### src/rtl/mem_writer.sv
// mem_writer: accepts one bounds-checked little-endian store and writes it one byte per clock.
// Optional build macro MEM_WRITER_COUNT_EN adds a saturating bytes_written counter output.
module mem_writer #(
    parameter int unsigned AW    = 6,
    parameter int unsigned DW    = 8,
    parameter int unsigned EXTRA = 4
) (
    input  logic                     clk,
    input  logic                     reset,
    input  logic                     req_valid,
    output logic                     req_ready,
    input  logic [AW:0]              addr,
    input  logic [EXTRA-1:0]         extra,
    input  logic [(2**EXTRA)*DW-1:0] data,
    input  logic [AW:0]              lower_bound,
    input  logic [AW:0]              upper_bound,
    output logic                     wr_en,
    output logic [AW:0]              wr_addr,
    output logic [DW-1:0]            wr_data,
    output logic                     done,
    output logic                     error
`ifdef MEM_WRITER_COUNT_EN
    ,
    output logic [AW+1:0]            bytes_written
`endif
);

    localparam int unsigned DBW = (2**EXTRA) * DW;

    typedef enum logic [1:0] {
        StIdle,
        StWrite,
        StReject,
        StDone
    } state_e;

    state_e               state_q, state_d;
    logic [EXTRA-1:0]     cnt_q, cnt_d;
    logic [AW:0]          base_q, base_d;
    logic [EXTRA-1:0]     extra_q, extra_d;
    logic [DBW-1:0]       data_q, data_d;
    logic                 wr_en_q, wr_en_d;
    logic [AW:0]          wr_addr_q, wr_addr_d;
    logic [DW-1:0]        wr_data_q, wr_data_d;
    logic                 done_q, done_d;
    logic                 error_q, error_d;

    logic                 accept;
    logic [AW+1:0]        end_addr;
    logic                 in_bounds;
    logic [EXTRA-1:0]     cnt_nxt;

    // End address is one bit wider than the bus so a run past the top is caught, not wrapped.
    assign end_addr  = (AW+2)'(addr) + (AW+2)'(extra);
    assign in_bounds = (addr >= lower_bound) &&
                       (end_addr <= (AW+2)'(upper_bound)) &&
                       !end_addr[AW+1];

    assign req_ready = (state_q == StIdle);
    assign accept    = req_valid && req_ready;
    assign cnt_nxt   = cnt_q + EXTRA'(1);

    always_comb begin
        state_d   = state_q;
        cnt_d     = cnt_q;
        base_d    = base_q;
        extra_d   = extra_q;
        data_d    = data_q;
        wr_en_d   = 1'b0;
        wr_addr_d = wr_addr_q;
        wr_data_d = wr_data_q;
        done_d    = 1'b0;
        error_d   = 1'b0;

        unique case (state_q)
            StIdle: begin
                if (accept) begin
                    base_d  = addr;
                    extra_d = extra;
                    data_d  = data;
                    cnt_d   = '0;
                    if (in_bounds) begin
                        state_d   = StWrite;
                        wr_en_d   = 1'b1;
                        wr_addr_d = addr;
                        wr_data_d = data[DW-1:0];
                    end else begin
                        state_d = StReject;
                    end
                end
            end
            StWrite: begin
                if (cnt_q == extra_q) begin
                    state_d = StDone;
                    done_d  = 1'b1;
                end else begin
                    // Outputs are registered, so stage the byte for the next count now.
                    cnt_d     = cnt_nxt;
                    wr_en_d   = 1'b1;
                    wr_addr_d = base_q + (AW+1)'(cnt_nxt);
                    wr_data_d = data_q[cnt_nxt*DW +: DW];
                end
            end
            StReject: begin
                state_d = StDone;
                done_d  = 1'b1;
                error_d = 1'b1;
            end
            StDone: begin
                state_d = StIdle;
            end
            default: begin
                state_d = StIdle;
            end
        endcase
    end

    always_ff @(posedge clk) begin
        if (reset) begin
            state_q   <= StIdle;
            cnt_q     <= '0;
            base_q    <= '0;
            extra_q   <= '0;
            data_q    <= '0;
            wr_en_q   <= 1'b0;
            wr_addr_q <= '0;
            wr_data_q <= '0;
            done_q    <= 1'b0;
            error_q   <= 1'b0;
        end else begin
            state_q   <= state_d;
            cnt_q     <= cnt_d;
            base_q    <= base_d;
            extra_q   <= extra_d;
            data_q    <= data_d;
            wr_en_q   <= wr_en_d;
            wr_addr_q <= wr_addr_d;
            wr_data_q <= wr_data_d;
            done_q    <= done_d;
            error_q   <= error_d;
        end
    end

    assign wr_en   = wr_en_q;
    assign wr_addr = wr_addr_q;
    assign wr_data = wr_data_q;
    assign done    = done_q;
    assign error   = error_q;

`ifdef MEM_WRITER_COUNT_EN
    logic [AW+1:0] bytes_written_q, bytes_written_d;

    always_comb begin
        bytes_written_d = bytes_written_q;
        if (wr_en_q && !(&bytes_written_q)) begin
            bytes_written_d = bytes_written_q + (AW+2)'(1);
        end
    end

    always_ff @(posedge clk) begin
        if (reset) begin
            bytes_written_q <= '0;
        end else begin
            bytes_written_q <= bytes_written_d;
        end
    end

    assign bytes_written = bytes_written_q;
`endif

endmodule

### config.mk
export PLATFORM = sky130hd
export DESIGN_NAME = mem_writer
export DESIGN_NICKNAME = d
export VERILOG_FILES = /design/src/rtl/mem_writer.sv
export SDC_FILE = /design/constraint.sdc
export NUM_CORES = 1
export LEC_CHECK = 0
export ABC_CLOCK_PERIOD_IN_PS = 2700
export CORE_MARGIN = 1
export CORE_UTILIZATION = 46
export CTS_CLUSTER_SIZE = 30
export DETAILED_ROUTE_END_ITERATION = 10
export PLACE_DENSITY_LB_ADDON = 0.25
export SYNTH_ARGS = -nofsm -noshare
export SYNTH_HDL_FRONTEND = slang
export SYNTH_SLANG_ARGS = --single-unit
### constraint.sdc
create_clock -name clk -period 2.7 [get_ports clk]
set_input_delay 0.405 -clock clk [delete_from_list [all_inputs] [get_ports clk]]
set_output_delay 0.405 -clock clk [all_outputs]
set_load 0.02 [all_outputs]
==> flow_summary_export.csv <==
group,metric,value,unit
sta,fin_crit_sh,0.989,
worst_setup_path,critPathBufInv,3,
route,totalWireLength,20.7,mm
clock_tree,cts_root_buf,"clkbuf_16",
route,drt-wirelength-per-cell,15.8,um
worst_setup_path,cp_common_cell,"nor3_1",
grt,grtUsageTotal,0.242,
place,pre_cts_slack,-0.780,ns
worst_setup_path,cpMaxStageDelayCell,"fa_2",
worst_setup_path,regToRegEndpoint,"wr_data[0]",
pwr,leakage,4.07,nW
cells_and_area,layout-drive-gt1-share,0.147,
route,ant_nets,0,
clock_tree,htree_num_levels,4,
yosys,synth_edf_count,0,
die,die_area,17200,um^2
sta,hold_viol,0,
sta,fmax,374,MHz
worst_setup_path,cp.arrival,2.96,ns
hold_path,hold_depth,3,
worst_setup_path,crit_type,"in2reg",
cells_and_area,num-nets-final,1259,
worst_setup_path,cpLargestDelayFamily,"simple AND/OR/NAND/NOR gates",
sta,fin_tns_setup,0,ns
grt,grt_pass1_wl,33.2,mm
yosys,syn-cell-area,7690,um^2
yosys,synth_cells,901,
pwr,peakVddDrop,0.000583,V
sta,worstMarginPinSlew,0.669,ns
hold_path,holdPathEnd,"extra_q[0]",
die,start_util,0.477,
grt,grt_pass1_vias,6677,
clock_tree,cts_buffers,17,
hold_path,hp-class,"in2reg",
place,port_buffers,174,
worst_setup_path,crit_required,2.99,ns
grt,grt_max_degree,83,
sta,slew_violations,0,
hold_path,min_from,"extra[0]",
worst_setup_path,start_kind,"primary input",
status,status,"complete, no violations",
sta,setup_viol,0,
clock_tree,clk_pin_slew,0.06,ns
clock_tree,hold_buffers,0,
yosys,ys_types,49,
die,io_pins,175,
clock_tree,cts_buffer_depth,2,
yosys,syn-num-nets,1085,
flow_run,maxCapViolations,0,
die,die_x,131,um
worst_setup_path,r2r_cells,7,
route,drtIter0Drc,526,
die,die_h,131,um
worst_setup_path,r2r_setup_slack,0.14,ns
route,vias,6933,
route,dr.pass1.iters,5,
yosys,synth_ff_type,"dfxtp_1",
yosys,avgSynthCellArea,8.54,um^2
cells_and_area,area_growth,38.5,%
yosys,yosysSeqAreaShare,0.424,
worst_setup_path,cp-end-kind,"register",
grt,antenna_found_initial,0,
die,core,16100,um^2
route,routed_via_density,5.32,
sta,skew,0.00827,ns
yosys,yosysWarningCount,0,
worst_setup_path,reg2reg_from,"cnt_q[0]",
yosys,ys_seq_elements,163,
sta,finalCriticalPeriod,2.67,ns
sta,max_slew_margin,0.554,
sta,rsz0062_at_grt,"true",
grt,gr-total-overflow,0,
clock_tree,clkLatencyLatePin,0.42,ns
worst_setup_path,crit_path_cell_trace,"buf_8 > ha_4 > inv_2 > fa_2 > nor2b_2 > o21ai_2 > nand2b_1 > nand3_1 > xnor2_1 > ha_1 > nand3_2 > o22ai_2 > a31o_2 > buf_4 > and4_4 > nor3_1 > nor3_1",
worst_setup_path,cp_max_fo,13,
clock_tree,cts_tree,"yes",
place,place.gp.congestion,0.833,
worst_setup_path,max_stage_delay,0.34,ns
pwr,p_per_area,858,nW/um^2
route,drc,0,
sta,fin_ws,0.0286,ns
place,dp_hpwl,14.8,mm
yosys,ys_async_sr_fraction,0,
die,rows,46,
clock_tree,cts.sinks,163,
cells_and_area,n_antenna_cell,0,
kinds of logic after synthesis:
family	synth area share
AND/OR/NAND/NOR	0.190
adder cells (fa/ha/maj)	0.0475
flip-flops	0.424
AO/OA/AOI/OAI	0.144
XOR/XNOR	0.0180
multiplexers	0.127
buffers and inverters	0.0491
worst max-delay path by stage:
stage                     startpoint          to  depth (start not counted)
after floorplan              addr[0]  wr_addr[2]                         16
after detailed placement     addr[0]  wr_addr[1]                         17
after global routing         addr[1]  wr_addr[6]                         16
final                       extra[0]  wr_data[1]                         17
after global placement       addr[0]  wr_addr[4]                         17
after CTS                   extra[0]  wr_data[2]                         18
final cells by class:
type / instances / area [um^2]
flip-flops and latches: 163 / 3260
multi-input cells: 648 / 4280
clock inverters: 10 / 123
repair buffers: 222 / 2160
well taps: 216 / 270
fillers: 1342 / 5460
inverters: 23 / 86.3
clock buffers: 22 / 464
metal layers:
metal / vias to the layer above / track usage / part of all wire
li1: 3455 / - / -
met1: 3229 / 0.322 / 0.44
met2: 228 / 0.403 / 0.49
met3: 21 / 0.0471 / 0.055
met4: 0 / 0.0633 / 0.013
met5: - / 0 / 0
what timing repair did:
action,CTS,global route
gates cloned,1,0
setup buffers,0,4
endpoints found under the setup margin,17,17
gates resized for setup,26,41
pin swaps,9,21
cells in the mapped netlist, types with 6 or more instances:
library cell	count	area, um^2
a211oi_1	7	52.6
a21o_1	6	45.0
a21oi_1	156	781
a221o_1	7	70.1
clkbuf_1	54	203
dfxtp_1	163	3260
ha_1	26	325
inv_1	22	82.6
mux2_2	8	90.1
mux2i_1	14	140
mux4_1	8	210
mux4_2	24	541
nand2_1	287	1080
nand3_1	7	35.0
nor2_1	6	22.5
nor3_1	29	145
o21ai_0	6	30.0
xnor2_1	9	78.8
layout by cell type (no fill, tap or decap), types with 3 or more instances in the layout:
cell type          n
nand2_1          284
clkdlybuf4s50_1  165
dfxtp_1          162
a21oi_1          152
buf_4             42
mux4_2            24
nor3_1            23
inv_1             21
ha_1              20
clkbuf_16         17
mux2i_1           14
xnor2_1            8
mux2_2             8
mux4_1             8
a221o_1            7
a21o_1             6
nand3_1            6
nor2_1             6
buf_12             6
nand2b_1           5
xor2_1             5
o21ai_0            5
a211oi_2           5
nor3_2             5
ha_4               5
nor2b_1            4
nand4_1            4
a21oi_2            4
clkbuf_2           4
or3_1              3
clkbuf_1           3
clkinv_4           3
inv_6              3
per-stage QoR:
step	power, mW	std cells	hold slack, ns	area, um^2	utilization
2_1_floorplan	5.40	901	0.432	7750	-
3_3_place_gp	6.54	1267	0.438	9870	0.613
3_5_place_dp	6.62	1267	0.445	9870	0.613
4_1_cts	9.07	1300	0.368	10500	0.652
5_1_grt	9.66	1304	0.269	10700	0.661
6_report	9.14	1304	0.253	10700	0.661
worst reg2reg max path, cell delays in order, from the launching register on:
cell and delay, ns:
dfxtp_2 0.34, ha_2 0.44, buf_12 0.19, mux4_1 0.59, mux2_2 0.33, a221o_1 0.34, a21oi_1 0.13, nor3_1 0.07
where the power goes:
part | internal [mW] | leakage [nW] | switching [mW] | total, mW
registers | 2.90 | 1.34 | 0.261 | 3.16
logic | 1.60 | 2.44 | 1.99 | 3.59
clock network | 1.42 | 0.289 | 0.968 | 2.39
total | 5.92 | 4.07 | 3.22 | 9.14
registers in the layout, indices dropped and copies added (netlist names):
register and cells:
extra_q 4, done 1, base_q 7, error 1
state_q 2, data_q 128, wr_data 8, wr_addr 7
wr_en 1, cnt_q 4
Note: power is estimated with default switching activity, not from simulation.
==> RTL change (config.mk and constraints unchanged) <==
Take the reset off `data_q` and load it in a clocked block of its own.
--- a/src/rtl/mem_writer.sv
+++ b/src/rtl/mem_writer.sv
@@ -121,7 +121,6 @@
             cnt_q     <= '0;
             base_q    <= '0;
             extra_q   <= '0;
-            data_q    <= '0;
             wr_en_q   <= 1'b0;
             wr_addr_q <= '0;
             wr_data_q <= '0;
@@ -132,13 +131,16 @@
             cnt_q     <= cnt_d;
             base_q    <= base_d;
             extra_q   <= extra_d;
-            data_q    <= data_d;
             wr_en_q   <= wr_en_d;
             wr_addr_q <= wr_addr_d;
             wr_data_q <= wr_data_d;
             done_q    <= done_d;
             error_q   <= error_d;
         end
+    end
+
+    always_ff @(posedge clk) begin
+        data_q <= data_d;
     end
 
     assign wr_en   = wr_en_q;
Function: no difference found for any inputs over 10 cycles, from zero or initial values and one cycle with reset high; that may be too few to reach the edited logic, so the function may still have changed.
==> RTL change against the original RTL <==
Die area down 6.1%. Sequential cell count stayed put. Global-route usage decreased by 2.0 points. Design area shrank 4.9%. Routed wire length decreased by 18%. Setup slack improved by 0.054 ns. Power down 1.2%. Area after synthesis is 6.2% lower. Synthesized cell count shrank 47%. Critical path type unchanged. Critical endpoint is now wr_addr[6]$_SDFFE_PP0P_.
==> RTL change: results <==
metrics = {
    "status": {
        "outcome": "finished, final reports clean",
    },
    "synth": {
        "synth-edff-count": 128,
        "ys_seq_area_share_pct": 62.97,
        "synth.area.top_cells": "edfxtp_1, dfxtp_1, mux4_2",
        "synth_commonest_cells": "edfxtp_1, dfxtp_1, nand2_1",
        "ys_types": 50,
        "syn_inst": 474,
        "syn-num-nets": 658,
    },
    "clock_tree": {
        "post_cts_resized": 20,
        "post_cts_buffers": 1,
    },
    "power": {
        "switching_power_mw": 2.678,
        "peakVddDrop_uv": 553.9,
        "leakage_nw": 3.643,
        "pg_clk_mw": 2.57,
        "pwr-share-clk_pct": 28.4,
        "p_seq_mw": 3.65,
    },
    "final_layout": {
        "stdcell_count": 903,
        "drive_above_1_share_pct": 19.08,
        "fillerInstances": 1114,
        "nets": 863,
    },
    "drt": {
        "dr_total_vias": 4755,
        "post_drt_wl_per_cell_um": 18.79,
        "first_pass_iters": 4,
        "drt_iter0_drc": 320,
    },
    "setup_path": {
        "crit_fanout": 6,
        "crit_family": "compound AO/OA/AOI/OAI gates",
    },
    "sta": {
        "fin_skew_ns": 0.01125,
        "maxSlewHeadroom_pct": 45.49,
    },
    "grt": {
        "grt_pass1_vias": 5076,
        "grt_pass1_wl_um": 26730,
        "grt_util_all_layers_pct": 22.28,
    },
    "placed_design": {
        "dpl.hpwl_um": 12030,
        "dp.cells": 868,
        "gp_congestion": 0.8271,
    },
}
## RTL change: cell types whose count changed in the layout (fill, tap and decap cells not counted), sizes merged, moves of 3 or more
cell    delta
buf       -15
edfxtp   +128
clkinv     -3
a21oi    -128
dfxtp    -128
inv        +3
nand2    -256
## RTL change: metrics by stage
stage / setup TNS (ns) / area, sq um / hold WS, ns / setup slack [ns]
5_1_grt: -0.04972 / 10130 / 0.2503 / -0.04515
3_5_place_dp: -12.37 / 9412 / 0.4548 / -0.8077
2_1_floorplan: 0 / 7257 / 0.4400 / 0.001566
4_1_cts: 0 / 10080 / 0.3620 / 0.009707
6_report: 0 / 10130 / 0.2543 / 0.08266
3_3_place_gp: -10.42 / 9412 / 0.4471 / -0.6634
## RTL change: metal layers
metal / wire [um] / part of all wire (%) / GRT usage (%)
met4: 303 / 1.8 / 8.123
met2: 8787 / 52 / 38.07
met1: 6954 / 41 / 28.19
met5: 0 / 0 / 0
met3: 918 / 5.4 / 4.606
## RTL change: layout make-up
type	instances	share of cell area (%)
Sequential cell	163	44.88
Multi-Input combinational cell	263	25.34
Timing Repair Buffer	210	20.11
Clock buffer	21	4.447
Tap cell	211	2.607
Clock inverter	11	1.705
Inverter	24	0.9141
## RTL change: final timing paths
kind	from	slack (ns)	endpoint
worst min-delay path	extra[0]	0.25	extra_q[0]$_SDFFE_PP0P_
worst max register to register	cnt_q[1]$_SDFFE_PP0P_	0.23	wr_data[2]$_SDFFE_PP0P_
worst max-delay path	extra[0]	0.08	wr_addr[6]$_SDFFE_PP0P_
worst min register to register	base_q[0]$_SDFFE_PP0P_	0.47	base_q[0]$_SDFFE_PP0P_
## RTL change: cells by family after synthesis
group	share of synthesized area, %
buf+inv	3.242
simple gates	6.831
compound gates	6.484
mux	13.49
xor+xnor	1.925
flops	62.97
fa+ha+maj	5.062
